### config.mk
export PLATFORM = sky130hd
export DESIGN_NAME = param_datapath_flat
export DESIGN_NICKNAME = d
export VERILOG_FILES = /design/src/rtl/datapath_pkg.sv /design/src/rtl/param_datapath_if.sv /design/src/rtl/param_datapath_regfile.sv /design/src/rtl/param_datapath.sv /design/src/flat_wrapper.sv
export SDC_FILE = /design/constraint.sdc
export NUM_CORES = 1
export LEC_CHECK = 0
export CORE_UTILIZATION = 35
export DETAILED_ROUTE_END_ITERATION = 8
export DONT_BUFFER_PORTS = 1
export PLACE_DENSITY = 0.58
export SLEW_MARGIN = 20
export SYNTH_ARGS = -nofsm -noshare
export SYNTH_HDL_FRONTEND = slang
export SYNTH_SLANG_ARGS = --single-unit
### constraint.sdc
create_clock -name clk -period 2.27 [get_ports clk]
set_clock_uncertainty 0.05 [all_clocks]
set_input_delay 0.1135 -clock clk [delete_from_list [all_inputs] [get_ports clk]]
set_output_delay 0.1135 -clock clk [all_outputs]
set_load 0.02 [all_outputs]
### src/rtl/datapath_pkg.sv
// datapath_pkg: opcode enum and shared helpers for param_datapath.
package datapath_pkg;
    typedef enum logic [2:0] {
        OP_ADD  = 3'b000,
        OP_SUB  = 3'b001,
        OP_EQ   = 3'b010,
        OP_AND  = 3'b011,
        OP_PASS = 3'b100,
        OP_SHR  = 3'b101,
        OP_LOAD = 3'b110,
        OP_NOP  = 3'b111
    } op_e;

    localparam op_e OP_DEFAULT = OP_NOP;

    function automatic logic writes_y(op_e op);
        return (op != OP_EQ) && (op != OP_NOP);
    endfunction
endpackage

### src/rtl/param_datapath_if.sv
// param_datapath_if: controller-to-datapath instruction bus and result port.
interface param_datapath_if #(
    parameter int DATA_W   = 8,
    parameter int NREGS    = 16,
    parameter int IN_LANES = 8
) ();
    import datapath_pkg::*;
    localparam int AW = $clog2(NREGS);
    localparam int SW = $clog2(IN_LANES);

    logic [IN_LANES*DATA_W-1:0] in_port_i;
    logic [SW-1:0]              sel_i;
    logic                       op_valid_i;
    op_e                        op_i;
    logic [AW-1:0]              wa_i;
    logic [AW-1:0]              raa_i;
    logic [AW-1:0]              rab_i;
    logic                       wen_i;
    logic [DATA_W-1:0]          out_port_o;
    logic                       out_valid_o;
    logic                       flag_o;

    modport master (
        output in_port_i, sel_i, op_valid_i, op_i, wa_i, raa_i, rab_i, wen_i,
        input  out_port_o, out_valid_o, flag_o
    );
    modport slave (
        input  in_port_i, sel_i, op_valid_i, op_i, wa_i, raa_i, rab_i, wen_i,
        output out_port_o, out_valid_o, flag_o
    );
endinterface

### src/rtl/param_datapath_regfile.sv
// dp_regfile: NREGS x DATA_W register file, two async read ports, one sync write port.
module dp_regfile #(
    parameter int DATA_W = 8,
    parameter int NREGS  = 16,
    parameter int AW     = $clog2(NREGS)
) (
    input  logic              clk,
    input  logic              rst_n,
    input  logic              i_we,
    input  logic [AW-1:0]     i_wa,
    input  logic [DATA_W-1:0] i_wd,
    input  logic [AW-1:0]     i_ra0,
    input  logic [AW-1:0]     i_ra1,
    output logic [DATA_W-1:0] o_rd0,
    output logic [DATA_W-1:0] o_rd1
);
    logic [NREGS-1:0][DATA_W-1:0] r_mem;

    always_ff @(posedge clk or negedge rst_n) begin
        if (!rst_n) r_mem <= '0;
        else if (i_we) r_mem[i_wa] <= i_wd;
    end

    assign o_rd0 = r_mem[i_ra0];
    assign o_rd1 = r_mem[i_ra1];
endmodule

### src/rtl/param_datapath.sv
// param_datapath: 2-stage regfile/ALU datapath with write-back forwarding.
// Build option SAT_ARITH_EN makes ADD/SUB saturate instead of wrapping.
module param_datapath
    import datapath_pkg::*;
#(
    parameter int DATA_W   = 8,
    parameter int NREGS    = 16,
    parameter int IN_LANES = 8
) (
    input logic clk,
    input logic rst_n,
    param_datapath_if.slave bus
);
    localparam int AW = $clog2(NREGS);

    logic [DATA_W-1:0] w_rd0, w_rd1, w_a, w_b, w_y, w_add, w_sub;
    logic [IN_LANES-1:0][DATA_W-1:0] w_lanes;
    logic w_wr, w_we;

    logic              r_x_valid, r_x_wen;
    op_e               r_x_op;
    logic [AW-1:0]     r_x_wa;
    logic [DATA_W-1:0] r_x_a, r_x_b, r_x_lane;
    logic [DATA_W-1:0] r_out;
    logic              r_out_valid, r_flag;

    dp_regfile #(.DATA_W(DATA_W), .NREGS(NREGS)) u_regfile (
        .clk   (clk),
        .rst_n (rst_n),
        .i_we  (w_we),
        .i_wa  (r_x_wa),
        .i_wd  (w_y),
        .i_ra0 (bus.raa_i),
        .i_ra1 (bus.rab_i),
        .o_rd0 (w_rd0),
        .o_rd1 (w_rd1)
    );

    assign w_lanes = bus.in_port_i;
    assign w_wr    = r_x_valid && writes_y(r_x_op);
    assign w_we    = w_wr && r_x_wen;
    // The stage-X result lands in the regfile on the same edge, so bypass it.
    assign w_a     = (w_we && r_x_wa == bus.raa_i) ? w_y : w_rd0;
    assign w_b     = (w_we && r_x_wa == bus.rab_i) ? w_y : w_rd1;

`ifdef SAT_ARITH_EN
    logic [DATA_W:0] w_sum, w_diff;
    assign w_sum  = {1'b0, r_x_a} + {1'b0, r_x_b};
    assign w_diff = {1'b0, r_x_a} - {1'b0, r_x_b};
    assign w_add  = w_sum[DATA_W] ? '1 : w_sum[DATA_W-1:0];
    assign w_sub  = w_diff[DATA_W] ? '0 : w_diff[DATA_W-1:0];
`else
    assign w_add  = r_x_a + r_x_b;
    assign w_sub  = r_x_a - r_x_b;
`endif

    always_comb begin
        w_y = r_x_a;
        case (r_x_op)
            OP_ADD:  w_y = w_add;
            OP_SUB:  w_y = w_sub;
            OP_AND:  w_y = r_x_a & r_x_b;
            OP_SHR:  w_y = r_x_a >> 1;
            OP_LOAD: w_y = r_x_lane;
            default: w_y = r_x_a;
        endcase
    end

    always_ff @(posedge clk or negedge rst_n) begin
        if (!rst_n) begin
            r_x_valid <= 1'b0;
            r_x_op    <= OP_DEFAULT;
            r_x_wa    <= '0;
            r_x_wen   <= 1'b0;
            r_x_a     <= '0;
            r_x_b     <= '0;
            r_x_lane  <= '0;
        end else begin
            r_x_valid <= bus.op_valid_i;
            r_x_op    <= bus.op_i;
            r_x_wa    <= bus.wa_i;
            r_x_wen   <= bus.wen_i;
            r_x_a     <= w_a;
            r_x_b     <= w_b;
            r_x_lane  <= w_lanes[bus.sel_i];
        end
    end

    always_ff @(posedge clk or negedge rst_n) begin
        if (!rst_n) begin
            r_out       <= '0;
            r_out_valid <= 1'b0;
            r_flag      <= 1'b0;
        end else begin
            r_out_valid <= w_wr;
            r_out       <= w_wr ? w_y : r_out;
            r_flag      <= (r_x_valid && r_x_op == OP_EQ) ? (r_x_a == r_x_b) : r_flag;
        end
    end

    assign bus.out_port_o  = r_out;
    assign bus.out_valid_o = r_out_valid;
    assign bus.flag_o      = r_flag;
endmodule

### src/flat_wrapper.sv
// flat-port wrapper written by rule: the top's interface ports become plain ports
module param_datapath_flat import datapath_pkg::*;
#(
    parameter int DATA_W   = 8,
    parameter int NREGS    = 16,
    parameter int IN_LANES = 8
)
  (clk, rst_n, bus_in_port_i, bus_sel_i, bus_op_valid_i, bus_op_i, bus_wa_i, bus_raa_i, bus_rab_i, bus_wen_i, bus_out_port_o, bus_out_valid_o, bus_flag_o);
  param_datapath_if #(.DATA_W(DATA_W), .NREGS(NREGS), .IN_LANES(IN_LANES)) bus_i ();
  input logic clk;
  input logic rst_n;
  input wire logic [$bits(bus_i.in_port_i)-1:0] bus_in_port_i;
  input wire logic [$bits(bus_i.sel_i)-1:0] bus_sel_i;
  input wire logic [$bits(bus_i.op_valid_i)-1:0] bus_op_valid_i;
  input wire logic [$bits(bus_i.op_i)-1:0] bus_op_i;
  input wire logic [$bits(bus_i.wa_i)-1:0] bus_wa_i;
  input wire logic [$bits(bus_i.raa_i)-1:0] bus_raa_i;
  input wire logic [$bits(bus_i.rab_i)-1:0] bus_rab_i;
  input wire logic [$bits(bus_i.wen_i)-1:0] bus_wen_i;
  output wire logic [$bits(bus_i.out_port_o)-1:0] bus_out_port_o;
  output wire logic [$bits(bus_i.out_valid_o)-1:0] bus_out_valid_o;
  output wire logic [$bits(bus_i.flag_o)-1:0] bus_flag_o;
  assign bus_i.in_port_i = bus_in_port_i;
  assign bus_i.sel_i = bus_sel_i;
  assign bus_i.op_valid_i = bus_op_valid_i;
  assign bus_i.op_i = bus_op_i;
  assign bus_i.wa_i = bus_wa_i;
  assign bus_i.raa_i = bus_raa_i;
  assign bus_i.rab_i = bus_rab_i;
  assign bus_i.wen_i = bus_wen_i;
  assign bus_out_port_o = bus_i.out_port_o;
  assign bus_out_valid_o = bus_i.out_valid_o;
  assign bus_flag_o = bus_i.flag_o;
  param_datapath #(.DATA_W(DATA_W), .NREGS(NREGS), .IN_LANES(IN_LANES)) u_core (.clk(clk), .rst_n(rst_n), .bus(bus_i));
endmodule
Yosys cells after proc, flatten, opt, wreduce, memory -nomap -nowiden
Cells that the tools add are included.
{ "totals": {"input_bits": 86, "wordCells": 64, "ff_bits": 171} }
{ "classes": {"mux": 12, "eq_ne": 10, "n_reduce_logical": 8, "add_sub_neg": 2, "bitwise": 1, "magnitude_cmp": 5} }
{ "ops": {"columns": ["op", "count"], "rows": [
  ["$bwmux W128", 1],
  ["$bmux W8 S4", 2],
  ["$mux W8", 6],
  ["$pmux W8 S5", 1],
  ["$demux W8 S4", 1],
  ["$bmux W8 S3", 1],
  ["$lt A4 B5 Y1 const B", 3],
  ["$add A8 B8 Y8", 1],
  ["$and A8 B8 Y8", 1],
  ["$eq A4 B4 Y1", 2],
  ["$eq A8 B8 Y1", 1],
  ["$sub A8 B8 Y8", 1],
  ["$logic_and A1 B1 Y1", 7],
  ["$eq A3 B2 Y1 const B", 2],
  ["$eq A3 B3 Y1 const B", 2],
  ["$ge A4 B1 Y1 const B", 1],
  ["$lt A3 B4 Y1 const B", 1],
  ["$eq A3 B1 Y1 const B", 1],
  ["$logic_not A3 Y1", 1],
  ["$ne A3 B2 Y1 const B", 1],
  ["$ne A3 B3 Y1 const B", 1]
]} }

Depth between registers and ports, before layout
Gate-level depths: netlist of run 1.
{ "logic_depth": {"depth_word": 6, "mapped_depth": 11, "mapped_depth_nobuf": 10} }

Cells and area by module
A second synthesis of run 1 with hierarchy kept.
{ "unflattened": {"cells_unflattened": 709, "area_unflattened_um2": 9927.0} }
{ "modules_own_cells": {"columns": ["mod", "cells_per_inst", "area_per_inst_um2", "instances"], "rows": [
  ["dp_regfile", 435, 6851.6, 1],
  ["param_datapath", 274, 3075.4, 1]
]} }

Worst setup path after synthesis of run 1
No wires, ideal clock.
{ "synth_path": {"path_type": "reg2reg", "start": "reg u_core.r_x_a[0]", "end": "reg u_core.r_x_b[2]", "t_arrival_ns": 2.283, "synth_period_minus_slack_ns": 2.469, "required_ns": 2.084, "slack_ns": -0.199, "stages_incl_launch_ff": 10, "cell_sequence": "dfrtp_1 -> inv_1 -> ha_1 -> inv_1 -> fa_1 -> xor2_1 -> mux4_2 -> a21oi_2 -> clkbuf_1 -> o21ai_0"} }
{ "synth_via": {"elab_chain_cells": 3, "elab_cells_between_ends": 4, "classes_between": "2 x add/sub; 2 x mux"} }
{ "synth_lines": {"columns": ["item", "line", "rtl"], "rows": [
  ["start, declared", "param_datapath.sv:23", "logic [DATA_W-1:0] r_x_a, r_x_b, r_x_lane;"],
  ["start signal, assigned", "param_datapath.sv:83", "r_x_a <= w_a;"],
  ["$sub A8 B8 Y8 / $add A8 B8 Y8 (equally long branches)", "param_datapath.sv:54, param_datapath.sv:53", null],
  ["$pmux W8 S5 *", "param_datapath.sv:59", "case (r_x_op)"],
  ["$mux W8 *", "param_datapath.sv:44", "assign w_b = (w_we && r_x_wa == bus.rab_i) ? w_y : w_rd1;"],
  ["named net u_core.w_b[2]", "param_datapath.sv:16", "logic [DATA_W-1:0] w_rd0, w_rd1, w_a, w_b, w_y, w_add, w_sub;"],
  ["end signal, assigned", "param_datapath.sv:84", "r_x_b <= w_b;"],
  ["end, declared", "param_datapath.sv:23", null]
]} }
Mark *: on every way through the listed nets, which the timed path passes. The rest lies on a longest branch.
A chain may end at the register's enable or synchronous reset.

Worst setup path in the final report of run 1
{ "layout_path": {"start": "reg u_core.r_x_a[0]", "end": "reg u_core.u_regfile.r_mem[108] in the netlist's numbering"} }
{ "layout_via": {"elab_chain_cells": 3, "elab_cells_between_ends": 4, "classes_between": "2 x add/sub; 2 x mux"} }
{ "layout_lines": {"columns": ["item", "line", "rtl"], "rows": [
  ["$sub A8 B8 Y8 / $add A8 B8 Y8 (equally long branches)", "param_datapath.sv:54, param_datapath.sv:53", null],
  ["$pmux W8 S5 *", "param_datapath.sv:59", null],
  ["$bwmux W128 *", "param_datapath_regfile.sv:21", "else if (i_we) r_mem[i_wa] <= i_wd;"],
  ["end signal, assigned by index", "param_datapath_regfile.sv:21", null],
  ["end, declared", "param_datapath_regfile.sv:17", "logic [NREGS-1:0][DATA_W-1:0] r_mem;"]
]} }
Mark *: on every way between the ends. The rest lies on a longest branch, timed or not.

==> flow_summary.html, run 1 <==
<table>
<tr><th>Metric</th><th>Value</th></tr>
<tr><th colspan="2">Run status</th></tr>
<tr><td>Outcome</td><td>finished with violations</td></tr>
<tr><td>Violations in the final reports</td><td>hold timing, setup timing</td></tr>
<tr><th colspan="2">Setup path</th></tr>
<tr><td>Startpoint class of the critical path</td><td>flip-flop</td></tr>
<tr><td>Data arrival time of the worst path</td><td>2.78 ns</td></tr>
<tr><td>Critical path type</td><td>reg2reg</td></tr>
<tr><td>Number of cells on the worst reg-to-reg path</td><td>12</td></tr>
<tr><td>Critical path peak fanout</td><td>9</td></tr>
<tr><td>Crit. End Element</td><td>flip-flop</td></tr>
<tr><td>Worst reg2reg endpoint</td><td>u_core.u_regfile.r_mem[108]</td></tr>
<tr><td>Register-to-register setup slack</td><td>-0.25 ns</td></tr>
<tr><td>R2R Path Start</td><td>u_core.r_x_a[0]</td></tr>
<tr><td>Data required time of the critical path</td><td>2.53 ns</td></tr>
<tr><th colspan="2">Clock network</th></tr>
<tr><td>Quantity of hold-fixing buffers added after cts</td><td>29</td></tr>
<tr><td>Number of buffers created by CTS</td><td>17</td></tr>
<tr><td>Number of clock sinks seen by CTS</td><td>171</td></tr>
<tr><td>Clock transition at the register clock pins on the worst setup and hold paths after CTS</td><td>0.07 ns</td></tr>
<tr><td>Library cell used as clock root buffer</td><td>clkbuf_16</td></tr>
<tr><td>Clock Path Buffers</td><td>2</td></tr>
<tr><td>H-tree depth</td><td>4</td></tr>
<tr><td>TritonCTS clock tree</td><td>yes</td></tr>
<tr><td>Skew-Pair Late Insertion Delay</td><td>0.44 ns</td></tr>
<tr><th colspan="2">GRT</th></tr>
<tr><td>Initial antenna violation count</td><td>2</td></tr>
<tr><td>Global-route usage over all layers</td><td>19.6%</td></tr>
<tr><td>Total grt overflow</td><td>0</td></tr>
<tr><td>Pin count of the biggest net entering global routing</td><td>172</td></tr>
<tr><td>First-pass GRT wire length</td><td>41400 um</td></tr>
<tr><td>Via count of the first global-routing pass</td><td>7201</td></tr>
<tr><th colspan="2">Synthesis</th></tr>
<tr><td>Post-Syn Area</td><td>9750 sq um</td></tr>
<tr><td>Synth cell types</td><td>63</td></tr>
<tr><td>Cell type with the largest total area after synthesis</td><td>dfrtp_1</td></tr>
<tr><td>Synthesis-stage register bit count</td><td>171</td></tr>
<tr><td>Total of warnings raised by yosys</td><td>0</td></tr>
<tr><td>Portion of synthesized cell area occupied by the leading cell type</td><td>43.1%</td></tr>
<tr><td>Share of the yosys chip area belonging to registers</td><td>43.9%</td></tr>
<tr><td>Synthesized Nets</td><td>950</td></tr>
<tr><td>Leading post-synthesis cells by cell area</td><td>dfrtp_1 (43%), mux4_2 (22%), nand2_1 (6.2%), o21ai_0 (6.1%), ha_1 (2.1%)</td></tr>
<tr><td>EDFF count, synth</td><td>0</td></tr>
<tr><td>Mean instance size in the synthesized netlist</td><td>11.5 sq um</td></tr>
<tr><td>Fraction of synthesis flops using an asynchronous set or reset pin</td><td>100%</td></tr>
<tr><td>Synth Instances</td><td>846</td></tr>
<tr><td>Most used flip-flop cell after synthesis</td><td>dfrtp_1</td></tr>
<tr><th colspan="2">Timing</th></tr>
<tr><td>Actual transition at the worst max-transition pin</td><td>0.687 ns</td></tr>
<tr><td>Total count of max-transition violations in the final report</td><td>0</td></tr>
<tr><td>Fin Setup TNS</td><td>-18.24 ns</td></tr>
<tr><td>RSZ-0062 raised after global routing</td><td>yes</td></tr>
<tr><td>Slew margin rel.</td><td>54.0%</td></tr>
<tr><td>Number of hold-slack violations in the final timing report</td><td>171</td></tr>
<tr><td>Clock period minus final worst setup slack</td><td>2.52 ns</td></tr>
<tr><td>Worst hold slack after final layout</td><td>-0.674 ns</td></tr>
<tr><td>Post-layout worst setup margin</td><td>-0.247 ns</td></tr>
<tr><td>Number of setup violations in the final report</td><td>133</td></tr>
<tr><td>Achievable frequency</td><td>0.397 GHz</td></tr>
<tr><td>Final worst-path cycle share</td><td>111%</td></tr>
<tr><th colspan="2">Power</th></tr>
<tr><td>Static leakage</td><td>5.03 nW</td></tr>
<tr><td>Power density relative to cell area</td><td>829 nW/um^2</td></tr>
<tr><td>Overall power</td><td>10.1 mW</td></tr>
<tr><td>Worst vdd rail ir drop</td><td>774 uV</td></tr>
<tr><th colspan="2">Route</th></tr>
<tr><td>Avg WL per Cell</td><td>22.0 um</td></tr>
<tr><td>Wire length after detailed routing</td><td>28500 um</td></tr>
<tr><td>DRT iter0 DRCs</td><td>542</td></tr>
<tr><td>Vias per cell</td><td>5.60</td></tr>
<tr><td>TritonRoute pass-1 iters</td><td>5</td></tr>
<tr><td>Post-route antenna net violation count</td><td>0</td></tr>
<tr><td>Vias post-DR</td><td>7282</td></tr>
<tr><td>DRC violations left</td><td>0</td></tr>
<tr><th colspan="2">Floorplanning</th></tr>
<tr><td>IO Count</td><td>96</td></tr>
<tr><td>Starting Density</td><td>35.9%</td></tr>
<tr><td>Core Region</td><td>27200 sq um</td></tr>
<tr><td>Horizontal die dimension</td><td>169 um</td></tr>
<tr><td>Number of cell rows</td><td>60</td></tr>
<tr><td>Total die area</td><td>28500 sq um</td></tr>
<tr><td>Die height</td><td>169 um</td></tr>
<tr><th colspan="2">Flow run</th></tr>
<tr><td>Max-cap viol count</td><td>0</td></tr>
<tr><th colspan="2">Final layout</th></tr>
<tr><td>Area growth, synth to finish</td><td>25.1%</td></tr>
<tr><td>Layout cell share with drive strength beyond 1</td><td>37.8%</td></tr>
<tr><td>Commonest cells after routing, fill and taps aside</td><td>dfrtp_1 (167), nand2_1 (161), mux4_2 (96)</td></tr>
<tr><td>Post-route non-filler standard cell count</td><td>1300</td></tr>
<tr><td>Net count reported at finish</td><td>1017</td></tr>
<tr><td>Commonest non-fill, non-tap cell in the layout</td><td>dfrtp_1</td></tr>
<tr><th colspan="2">Placement</th></tr>
<tr><td>Count of buffers inserted at the top-level ports</td><td>0</td></tr>
<tr><td>Final RePlAce weighted congestion</td><td>0.813</td></tr>
<tr><td>Worst setup slack before clock tree synthesis</td><td>-0.431 ns</td></tr>
<tr><td>Final HPWL from detailed placement</td><td>17300 um</td></tr>
<tr><td>DP Cell Count</td><td>1216</td></tr>
<tr><th colspan="2">Min path</th></tr>
<tr><td>Worst hold path type</td><td>in2async</td></tr>
</table>
## power by group
part | total [mW] | internal [mW] | switching, mW
registers | 4.00 | 3.55 | 0.449
logic | 3.22 | 1.73 | 1.49
clock network | 2.90 | 1.57 | 1.33
## routing by layer
| metal | wire length (um) | vias to the layer above | global-route usage (%) |
|---|---|---|---|
| met5 | 0 | - | 0 |
| met4 | 1330 | 0 | 9.80 |
| met3 | 1820 | 70 | 3.74 |
| met2 | 13900 | 254 | 32.8 |
| met1 | 11400 | 3677 | 24.1 |
| li1 | - | 3281 | - |
## logic make-up (layout without fill, tap and decap cells)
group                    Yosys count  in the layout  share of synthesized area, %
multiplexers                     112            112                          24.0
XOR/XNOR                          13             13                          1.36
adder cells (fa/ha/maj)           18             18                          2.46
buffers and inverters             85            164                          4.00
other                              0              3                             0
flip-flops                       171            171                          43.9
AND/OR/NAND/NOR                  236            236                          11.0
AO/OA/AOI/OAI                    211            211                          13.3
## cell usage after synthesis (2+ instances only)
library cell,instances
inv_1,16
a21oi_2,2
nand3b_1,2
nand3_1,12
ha_1,16
fa_1,2
nand2_1,161
nand2_2,3
o21ai_2,9
nor2_1,11
mux2i_1,5
dfstp_2,3
o311ai_2,2
a2111oi_0,2
o211ai_1,4
o31ai_1,19
a211oi_1,3
and3_1,2
mux2_2,11
a21oi_1,12
buf_4,3
o22ai_1,5
nand4_1,3
o31ai_2,2
nor3b_1,3
nor3_1,5
xor2_1,12
clkbuf_1,31
or3b_1,2
o21ai_1,19
nand2_4,2
or2_1,2
nor4_1,2
dfrtp_1,168
buf_6,3
nand2b_1,13
nor2b_1,6
mux4_2,96
o21ai_0,118
a21o_1,4
buf_2,19
buf_1,10
## how the worst max path moves through the flow
stage	start	to	cells after the start
after floorplan	u_core.r_x_a[0]	u_core.u_regfile.r_mem[36]	10
after global placement	u_core.r_x_a[0]	u_core.r_x_b[6]	10
after detailed placement	u_core.r_x_a[0]	u_core.u_regfile.r_mem[46]	9
after CTS	u_core.r_x_a[0]	u_core.r_x_b[4]	11
after global routing	u_core.r_x_a[0]	u_core.r_x_b[4]	12
final	u_core.r_x_a[0]	u_core.u_regfile.r_mem[108]	12
## critical path, stage by stage (launching register included)
cell      delay [ns]
dfrtp_1         0.39
inv_2           0.08
ha_4            0.12
inv_2           0.03
fa_2            0.33
a21o_1          0.22
buf_6           0.13
a211oi_4        0.25
nor4bb_4        0.09
o31ai_4         0.25
buf_4           0.19
buf_6           0.16
o21ai_0         0.09
## what timing repair did
| item | 4_1_cts | 5_1_grt |
|---|---|---|
| pin swaps | 11 | 46 |
| cloned | 0 | 8 |
| endpoints found under the setup margin | 129 | 138 |
| endpoints found under the hold margin | 202 | 171 |
| buffers inserted | 1 | 12 |
| gates resized for setup | 65 | 127 |
## flip-flops by register name (all words and copies together), names as in the netlist
register / flops
u_core.u_regfile.r_mem: 128
u_core.r_x_valid: 1
u_core.bus.flag_o: 1
u_core.r_x_b: 8
u_core.r_x_a: 8
u_core.bus.out_port_o: 8
u_core.bus.out_valid_o: 1
u_core.r_x_op: 3
u_core.r_x_lane: 8
u_core.r_x_wa: 4
u_core.r_x_wen: 1
## per-stage QoR
step	utilization, %	cell area [sq um]
2_1_floorplan	-	9850
4_1_cts	42.5	11600
6_report	44.9	12200
3_5_place_dp	38.9	10600
3_3_place_gp	38.9	10600
5_1_grt	44.9	12200
## area by class of cell
class	instances	area, sq um
fill	2482	15000
multi-input combinational	590	5580
sequential	171	4280
timing repair buffer	116	1220
tap	372	465
clock buffer	18	439
clock inverter	13	134
inverter	17	65.1
antenna	3	7.51
No activity file was read; power rests on OpenSTA's default activity.
==> inputs of run 2 (changes only) <==
--- a/config.mk
+++ b/config.mk
@@ -5,10 +5,12 @@
 export SDC_FILE = /design/constraint.sdc
 export NUM_CORES = 1
 export LEC_CHECK = 0
+export CORE_MARGIN = 2
 export CORE_UTILIZATION = 35
 export DETAILED_ROUTE_END_ITERATION = 8
 export DONT_BUFFER_PORTS = 1
 export PLACE_DENSITY = 0.58
+export RECOVER_POWER = 50
 export SLEW_MARGIN = 20
 export SYNTH_ARGS = -nofsm -noshare
 export SYNTH_HDL_FRONTEND = slang
==> flow_summary.html, run 2 (synthesis results as in run 1) <==
<table>
<tr><th>Metric</th><th>Value</th></tr>
<tr><th colspan="2">Route</th></tr>
<tr><td>TritonRoute pass-1 iters</td><td>5 (unchanged)</td></tr>
<tr><td>Vias post-DR</td><td>7438 (was 7282)</td></tr>
<tr><td>Wire length after detailed routing</td><td>29500 um (was 28500 um)</td></tr>
<tr><td>Vias per cell</td><td>5.57 (was 5.60)</td></tr>
<tr><td>Post-route antenna net violation count</td><td>0 (unchanged)</td></tr>
<tr><td>DRC violations left</td><td>0 (unchanged)</td></tr>
<tr><td>DRT iter0 DRCs</td><td>618 (was 542)</td></tr>
<tr><td>Avg WL per Cell</td><td>22.1 um (was 22.0 um)</td></tr>
<tr><th colspan="2">Floorplanning</th></tr>
<tr><td>Number of cell rows</td><td>61 (was 60)</td></tr>
<tr><td>Total die area</td><td>29200 sq um (was 28500 sq um)</td></tr>
<tr><td>Horizontal die dimension</td><td>171 um (was 169 um)</td></tr>
<tr><td>Starting Density</td><td>35.3% (was 35.9%)</td></tr>
<tr><td>Core Region</td><td>27600 sq um (was 27200 sq um)</td></tr>
<tr><td>Die height</td><td>171 um (was 169 um)</td></tr>
<tr><td>IO Count</td><td>96 (unchanged)</td></tr>
<tr><th colspan="2">Timing</th></tr>
<tr><td>Total count of max-transition violations in the final report</td><td>0 (unchanged)</td></tr>
<tr><td>Final worst-path cycle share</td><td>109% (was 111%)</td></tr>
<tr><td>Achievable frequency</td><td>0.404 GHz (was 0.397 GHz)</td></tr>
<tr><td>Slew margin rel.</td><td>44.5% (was 54.0%)</td></tr>
<tr><td>Worst hold slack after final layout</td><td>-0.684 ns (was -0.674 ns)</td></tr>
<tr><td>Post-layout worst setup margin</td><td>-0.205 ns (was -0.247 ns)</td></tr>
<tr><td>Actual transition at the worst max-transition pin</td><td>0.830 ns (was 0.687 ns)</td></tr>
<tr><td>Number of hold-slack violations in the final timing report</td><td>171 (unchanged)</td></tr>
<tr><td>Clock period minus final worst setup slack</td><td>2.47 ns (was 2.52 ns)</td></tr>
<tr><td>Number of setup violations in the final report</td><td>114 (was 133)</td></tr>
<tr><td>RSZ-0062 raised after global routing</td><td>yes (unchanged)</td></tr>
<tr><th colspan="2">Setup path</th></tr>
<tr><td>R2R Path Start</td><td>u_core.r_x_a[0] (unchanged)</td></tr>
<tr><td>Startpoint class of the critical path</td><td>flip-flop (unchanged)</td></tr>
<tr><td>Register-to-register setup slack</td><td>-0.20 ns (was -0.25 ns)</td></tr>
<tr><td>Critical path peak fanout</td><td>5 (was 9)</td></tr>
<tr><td>Number of cells on the worst reg-to-reg path</td><td>11 (was 12)</td></tr>
<tr><td>Data arrival time of the worst path</td><td>2.75 ns (was 2.78 ns)</td></tr>
<tr><td>Crit. End Element</td><td>flip-flop (unchanged)</td></tr>
<tr><td>Data required time of the critical path</td><td>2.54 ns (was 2.53 ns)</td></tr>
<tr><td>Critical path type</td><td>reg2reg (unchanged)</td></tr>
<tr><td>Worst reg2reg endpoint</td><td>u_core.u_regfile.r_mem[76] (was u_core.u_regfile.r_mem[108])</td></tr>
<tr><th colspan="2">GRT</th></tr>
<tr><td>Via count of the first global-routing pass</td><td>7494 (was 7201)</td></tr>
<tr><td>Initial antenna violation count</td><td>0 (was 2)</td></tr>
<tr><td>First-pass GRT wire length</td><td>43400 um (was 41400 um)</td></tr>
<tr><td>Global-route usage over all layers</td><td>20.1% (was 19.6%)</td></tr>
<tr><td>Total grt overflow</td><td>0 (unchanged)</td></tr>
<tr><td>Pin count of the biggest net entering global routing</td><td>172 (unchanged)</td></tr>
<tr><th colspan="2">Final layout</th></tr>
<tr><td>Post-route non-filler standard cell count</td><td>1336 (was 1300)</td></tr>
<tr><td>Flip-flop count of the largest register after layout</td><td>128 (unchanged)</td></tr>
<tr><td>Register containing the most flip-flops in the final layout</td><td>u_core.u_regfile.r_mem (unchanged)</td></tr>
<tr><td>Post-layout util</td><td>45.6% (was 44.9%)</td></tr>
<tr><td>Net count reported at finish</td><td>1049 (was 1017)</td></tr>
<tr><td>Antenna diode count</td><td>0 (was 3)</td></tr>
<tr><td>Area growth, synth to finish</td><td>29.3% (was 25.1%)</td></tr>
<tr><td>Fillers</td><td>2496 (was 2482)</td></tr>
<tr><td>Layout cell share with drive strength beyond 1</td><td>35.1% (was 37.8%)</td></tr>
<tr><td>Commonest non-fill, non-tap cell in the layout</td><td>dfrtp_1 (unchanged)</td></tr>
<tr><td>Commonest cells after routing, fill and taps aside</td><td>dfrtp_1 (167), nand2_1 (161), mux4_2 (96) (unchanged)</td></tr>
<tr><th colspan="2">Clock network</th></tr>
<tr><td>TritonCTS clock tree</td><td>yes (unchanged)</td></tr>
<tr><td>H-tree depth</td><td>4 (unchanged)</td></tr>
<tr><td>Library cell used as clock root buffer</td><td>clkbuf_16 (unchanged)</td></tr>
<tr><td>Number of clock sinks seen by CTS</td><td>171 (unchanged)</td></tr>
<tr><td>Quantity of hold-fixing buffers added after cts</td><td>57 (was 29)</td></tr>
<tr><td>Clock transition at the register clock pins on the worst setup and hold paths after CTS</td><td>0.07 ns (about the same)</td></tr>
<tr><td>Clock Path Buffers</td><td>2 (unchanged)</td></tr>
<tr><td>Number of buffers created by CTS</td><td>17 (unchanged)</td></tr>
<tr><td>Skew-Pair Late Insertion Delay</td><td>0.44 ns (about the same)</td></tr>
<tr><th colspan="2">Run status</th></tr>
<tr><td>Violations in the final reports</td><td>hold timing, setup timing (unchanged)</td></tr>
<tr><td>Outcome</td><td>finished with violations (unchanged)</td></tr>
<tr><th colspan="2">Power</th></tr>
<tr><td>Static leakage</td><td>5.14 nW (was 5.03 nW)</td></tr>
<tr><td>Power density relative to cell area</td><td>818 nW/um^2 (was 829 nW/um^2)</td></tr>
<tr><td>Worst vdd rail ir drop</td><td>584 uV (was 774 uV)</td></tr>
<tr><th colspan="2">Placement</th></tr>
<tr><td>DP Cell Count</td><td>1225 (was 1216)</td></tr>
<tr><td>Count of buffers inserted at the top-level ports</td><td>0 (unchanged)</td></tr>
<tr><td>Final RePlAce weighted congestion</td><td>0.917 (was 0.813)</td></tr>
<tr><td>Final HPWL from detailed placement</td><td>17600 um (was 17300 um)</td></tr>
<tr><th colspan="2">Flow run</th></tr>
<tr><td>Max-cap viol count</td><td>0 (unchanged)</td></tr>
<tr><th colspan="2">Min path</th></tr>
<tr><td>Worst hold path type</td><td>in2async (unchanged)</td></tr>
</table>
run 2: cell types whose count changed in the layout (fill, tap and decap cells not counted), moves of 4 or more:
cell,before,now
o31ai_2,13,1
o21ai_1,56,64
o31ai_1,7,1
o31ai_4,1,19
dlygate4sd3_1,28,57
buf_4,58,62
o21ai_0,27,48
o21ai_2,61,33
run 2: per-stage QoR:
step	instance area [sq um]	TNS (ns)	power [mW]	hold slack [ns]	worst slack, ns
final	12600	-10.44	10.3	-0.684	-0.205
after global routing	12600	-20.64	10.8	-0.700	-0.289
after CTS	12100	-6.79	9.84	-0.701	-0.136
after global placement	10600	-12.30	6.41	-0.225	-0.391
after floorplan	9850	-0.970	5.72	-0.232	-0.0537
after detailed placement	10600	-17.11	6.47	-0.226	-0.509
run 2: critical path, stage by stage, from the launching register on:
cell and delay [ns]:
dfrtp_1 0.41, inv_2 0.09, ha_4 0.13, inv_2 0.03, fa_2 0.33, a21o_1 0.24, a211oi_4 0.27, nor4bb_4 0.09
o31ai_4 0.34, buf_6 0.19, buf_8 0.13, o21ai_1 0.07
run 2: cell type report:
class                           count  area [sq um]  share of cell area [%]
Sequential cell                   171          4280                    34.0
Timing Repair Buffer              148          1550                    12.3
Multi-Input combinational cell    590          5650                    44.8
Clock inverter                     14           156                    1.24
Clock buffer                       18           429                    3.40
Inverter                           17          65.1                   0.516
Tap cell                          378           473                    3.75
run 2: report_power, final:
part           total [mW]  internal (mW)  leakage, nW  switching (mW)
clock                2.98           1.65        0.285            1.34
sequential           4.00           3.55         2.26           0.449
combinational        3.34           1.80         2.59            1.54
total                10.3           6.99         5.14            3.33
run 2: worst max-delay path by stage:
| stage | start | end | cells past startpoint |
|---|---|---|---|
| floorplan | u_core.r_x_a[0] | u_core.u_regfile.r_mem[36] | 10 |
| global placement | u_core.r_x_a[0] | u_core.r_x_b[6] | 10 |
| detailed placement | u_core.r_x_a[0] | u_core.u_regfile.r_mem[54] | 10 |
| CTS | u_core.r_x_a[0] | u_core.u_regfile.r_mem[2] | 10 |
| global route | u_core.r_x_a[0] | u_core.u_regfile.r_mem[118] | 11 |
| finish | u_core.r_x_a[0] | u_core.u_regfile.r_mem[76] | 11 |
run 2: repair_timing:
action,in CTS,in global routing
gates resized for setup,71,102
cloned,2,6
endpoints found under the hold margin,203,171
pin swaps,11,29
setup endpoints to repair,118,133
setup buffers,8,7
run 2: routing by layer:
| layer | GRT usage (%) | vias up | share of wire [%] |
|---|---|---|---|
| met3 | 4.74 | 41 | 6.5 |
| met5 | 0 | - | 0 |
| met4 | 5.78 | 0 | 2.3 |
| met1 | 24.5 | 3773 | 41 |
| li1 | - | 3340 | - |
| met2 | 35.4 | 284 | 50 |
==> inputs of run 3 (changes only) <==
--- a/config.mk
+++ b/config.mk
@@ -5,11 +5,12 @@
 export SDC_FILE = /design/constraint.sdc
 export NUM_CORES = 1
 export LEC_CHECK = 0
+export ABC_CLOCK_PERIOD_IN_PS = 2270
 export CORE_MARGIN = 2
-export CORE_UTILIZATION = 35
+export CORE_UTILIZATION = 41
 export DETAILED_ROUTE_END_ITERATION = 8
 export DONT_BUFFER_PORTS = 1
-export PLACE_DENSITY = 0.58
+export PLACE_DENSITY = 0.64
 export RECOVER_POWER = 50
 export SLEW_MARGIN = 20
 export SYNTH_ARGS = -nofsm -noshare
==> constraint.sdc (replaced) <==
create_clock -name clk -period 2.27 [get_ports clk]
set_clock_uncertainty 0.05 [all_clocks]
set_input_delay 0.681 -clock clk [delete_from_list [all_inputs] [get_ports clk]]
set_output_delay 0.681 -clock clk [all_outputs]
set_load 0.02 [all_outputs]
==> flow_summary.html, run 3 (synthesis results as in run 1) <==
<table>
<tr><th>Metric</th><th>Value</th></tr>
<tr><th colspan="2">Run status</th></tr>
<tr><td>Outcome</td><td>finished with violations (unchanged)</td></tr>
<tr><td>Violations in the final reports</td><td>hold timing, setup timing (unchanged)</td></tr>
<tr><th colspan="2">Setup path</th></tr>
<tr><td>Data arrival time of the worst path</td><td>2.75 ns (about the same)</td></tr>
<tr><td>Critical path type</td><td>reg2reg (unchanged)</td></tr>
<tr><td>Crit. End Element</td><td>flip-flop (unchanged)</td></tr>
<tr><td>Register-to-register setup slack</td><td>-0.21 ns (was -0.20 ns)</td></tr>
<tr><td>Critical path peak fanout</td><td>4 (was 5)</td></tr>
<tr><td>Number of cells on the worst reg-to-reg path</td><td>12 (was 11)</td></tr>
<tr><td>Data required time of the critical path</td><td>2.54 ns (about the same)</td></tr>
<tr><td>Startpoint class of the critical path</td><td>flip-flop (unchanged)</td></tr>
<tr><th colspan="2">Power</th></tr>
<tr><td>Worst vdd rail ir drop</td><td>635 uV (was 584 uV)</td></tr>
<tr><td>Static leakage</td><td>4.70 nW (was 5.14 nW)</td></tr>
<tr><td>Overall power</td><td>9.58 mW (was 10.3 mW)</td></tr>
<tr><td>Power density relative to cell area</td><td>839 nW/um^2 (was 818 nW/um^2)</td></tr>
<tr><th colspan="2">Timing</th></tr>
<tr><td>Clock period minus final worst setup slack</td><td>2.48 ns (was 2.47 ns)</td></tr>
<tr><td>Final worst-path cycle share</td><td>109% (about the same)</td></tr>
<tr><td>Post-layout worst setup margin</td><td>-0.210 ns (was -0.205 ns)</td></tr>
<tr><td>Number of hold-slack violations in the final timing report</td><td>168 (was 171)</td></tr>
<tr><td>Worst hold slack after final layout</td><td>-0.114 ns (was -0.684 ns)</td></tr>
<tr><td>Actual transition at the worst max-transition pin</td><td>0.639 ns (was 0.830 ns)</td></tr>
<tr><td>Total count of max-transition violations in the final report</td><td>0 (unchanged)</td></tr>
<tr><td>Number of setup violations in the final report</td><td>129 (was 114)</td></tr>
<tr><td>Achievable frequency</td><td>0.403 GHz (was 0.404 GHz)</td></tr>
<tr><td>Slew margin rel.</td><td>57.3% (was 44.5%)</td></tr>
<tr><td>RSZ-0062 raised after global routing</td><td>yes (unchanged)</td></tr>
<tr><th colspan="2">Final layout</th></tr>
<tr><td>Commonest cells after routing, fill and taps aside</td><td>dfrtp_1 (165), nand2_1 (161), mux4_2 (96) (was dfrtp_1 (167), nand2_1 (161), mux4_2 (96))</td></tr>
<tr><td>Register containing the most flip-flops in the final layout</td><td>u_core.u_regfile.r_mem (unchanged)</td></tr>
<tr><td>Finished Cell Area</td><td>11400 sq um (was 12600 sq um)</td></tr>
<tr><td>Layout cell share with drive strength beyond 1</td><td>33.7% (was 35.1%)</td></tr>
<tr><td>Post-route non-filler standard cell count</td><td>1206 (was 1336)</td></tr>
<tr><td>Area growth, synth to finish</td><td>17.2% (was 29.3%)</td></tr>
<tr><td>Net count reported at finish</td><td>977 (was 1049)</td></tr>
<tr><td>Flip-flop count of the largest register after layout</td><td>128 (unchanged)</td></tr>
<tr><td>Commonest non-fill, non-tap cell in the layout</td><td>dfrtp_1 (unchanged)</td></tr>
<tr><td>Fillers</td><td>2076 (was 2496)</td></tr>
<tr><th colspan="2">Min path</th></tr>
<tr><td>Worst hold path type</td><td>in2async (unchanged)</td></tr>
<tr><th colspan="2">Placement</th></tr>
<tr><td>Placed cell areas</td><td>10500 sq um (was 10600 sq um)</td></tr>
<tr><td>Final RePlAce weighted congestion</td><td>0.952 (was 0.917)</td></tr>
<tr><td>Final HPWL from detailed placement</td><td>17900 um (was 17600 um)</td></tr>
<tr><td>DP Cell Count</td><td>1165 (was 1225)</td></tr>
<tr><td>Count of buffers inserted at the top-level ports</td><td>0 (unchanged)</td></tr>
<tr><th colspan="2">Route</th></tr>
<tr><td>Vias post-DR</td><td>7031 (was 7438)</td></tr>
<tr><td>DRC violations left</td><td>0 (unchanged)</td></tr>
<tr><td>TritonRoute pass-1 iters</td><td>4 (was 5)</td></tr>
<tr><td>Wire length after detailed routing</td><td>26600 um (was 29500 um)</td></tr>
<tr><td>Avg WL per Cell</td><td>22.0 um (was 22.1 um)</td></tr>
<tr><td>Vias per cell</td><td>5.83 (was 5.57)</td></tr>
<tr><td>Post-route antenna net violation count</td><td>0 (unchanged)</td></tr>
<tr><td>DRT iter0 DRCs</td><td>561 (was 618)</td></tr>
<tr><th colspan="2">GRT</th></tr>
<tr><td>Initial antenna violation count</td><td>2 (was 0)</td></tr>
<tr><td>Via count of the first global-routing pass</td><td>6991 (was 7494)</td></tr>
<tr><td>Global-route usage over all layers</td><td>22.3% (was 20.1%)</td></tr>
<tr><td>Pin count of the biggest net entering global routing</td><td>172 (unchanged)</td></tr>
<tr><td>Total grt overflow</td><td>0 (unchanged)</td></tr>
<tr><td>First-pass GRT wire length</td><td>41100 um (was 43400 um)</td></tr>
<tr><th colspan="2">Clock network</th></tr>
<tr><td>Skew-Pair Late Insertion Delay</td><td>0.44 ns (about the same)</td></tr>
<tr><td>H-tree depth</td><td>4 (unchanged)</td></tr>
<tr><td>Number of clock sinks seen by CTS</td><td>171 (unchanged)</td></tr>
<tr><td>Clock transition at the register clock pins on the worst setup and hold paths after CTS</td><td>0.07 ns (about the same)</td></tr>
<tr><td>Clock Path Buffers</td><td>2 (unchanged)</td></tr>
<tr><td>Number of buffers created by CTS</td><td>17 (unchanged)</td></tr>
<tr><td>TritonCTS clock tree</td><td>yes (unchanged)</td></tr>
<tr><td>Library cell used as clock root buffer</td><td>clkbuf_16 (unchanged)</td></tr>
<tr><th colspan="2">Floorplanning</th></tr>
<tr><td>Horizontal die dimension</td><td>158 um (was 171 um)</td></tr>
<tr><td>Total die area</td><td>25000 sq um (was 29200 sq um)</td></tr>
<tr><td>Starting Density</td><td>41.7% (was 35.3%)</td></tr>
<tr><td>Core Region</td><td>23400 sq um (was 27600 sq um)</td></tr>
<tr><td>Number of cell rows</td><td>56 (was 61)</td></tr>
<tr><td>IO Count</td><td>96 (unchanged)</td></tr>
<tr><td>Die height</td><td>158 um (was 171 um)</td></tr>
<tr><th colspan="2">Flow run</th></tr>
<tr><td>Max-cap viol count</td><td>0 (unchanged)</td></tr>
</table>
==> run 3: cell types whose count changed in the layout (fill, tap and decap cells not counted), moves of 6 or more <==
cell | previous run | this run
o31ai_1 | 1 | 18
o21ai_1 | 64 | 70
o31ai_4 | 19 | 0
o21ai_0 | 48 | 38
dlygate4sd3_1 | 57 | 0
buf_6 | 10 | 3
==> run 3: area by class of cell <==
cell class / count / area [sq um] / share of cell area [%]
repair buffers: 76 / 724 / 6.34
flip-flops and latches: 171 / 4290 / 37.5
well taps: 319 / 399 / 3.49
inverters: 17 / 65.1 / 0.569
clock buffers: 23 / 478 / 4.18
multi-input cells: 590 / 5390 / 47.2
clock inverters: 9 / 77.6 / 0.679
diodes: 1 / 2.50 / 0.0219
==> run 3: path summary, 6_finish.rpt <==
path                                          endpoint                  startpoint
setup / recovery           u_core.u_regfile.r_mem[124]             u_core.r_x_a[0]
hold / removal                        u_core.r_x_wa[0]                       rst_n
setup reg to reg           u_core.u_regfile.r_mem[124]             u_core.r_x_a[0]
hold reg to reg             u_core.u_regfile.r_mem[96]  u_core.u_regfile.r_mem[96]
max in group asynchronous              u_core.r_x_b[0]                       rst_n
min in group clk                      u_core.r_x_op[1]                 bus_op_i[1]
==> run 3: metal layers <==
metal	up-vias	wire length, um	global-route usage (%)
met5	-	11	0
met4	2	805	8.92
met3	55	1360	3.94
met2	210	13200	35.4
met1	3571	11200	30.7
li1	3193	-	-
==> run 3: power breakdown <==
group	total [mW]	switching (mW)	internal, mW
combinational	2.78	1.28	1.50
sequential	4.01	0.455	3.55
clock	2.79	1.28	1.51
total	9.58	3.02	6.56
==> run 3: metrics by stage <==
stage                     utilization (%)  worst slack [ns]  setup TNS (ns)
final                                48.8            -0.210          -12.71
after CTS                            47.7            -0.189          -11.01
after global routing                 48.8            -0.290          -23.17
after global placement               44.9            -0.389          -15.49
after floorplan                         -           -0.0699           -1.08
after detailed placement             44.9            -0.429          -18.31
==> run 3: worst max-delay path, stage by stage (launching register included) <==
cell and delay [ns]:
dfrtp_1 0.39, inv_2 0.08, ha_4 0.12, inv_2 0.03
fa_2 0.33, a21o_1 0.20, buf_6 0.13, a211oi_4 0.29
nor4bb_4 0.08, o31ai_2 0.21, buf_4 0.21, clkbuf_16 0.17
o21ai_1 0.06
==> run 3: what timing repair did <==
| action | in CTS | in global routing |
|---|---|---|
| resized for setup | 56 | 73 |
| cloned | 0 | 3 |
| hold endpoints to repair | 168 | 168 |
| setup endpoints to repair | 131 | 133 |
| buffers inserted | 2 | 3 |
| pin swaps | 6 | 24 |
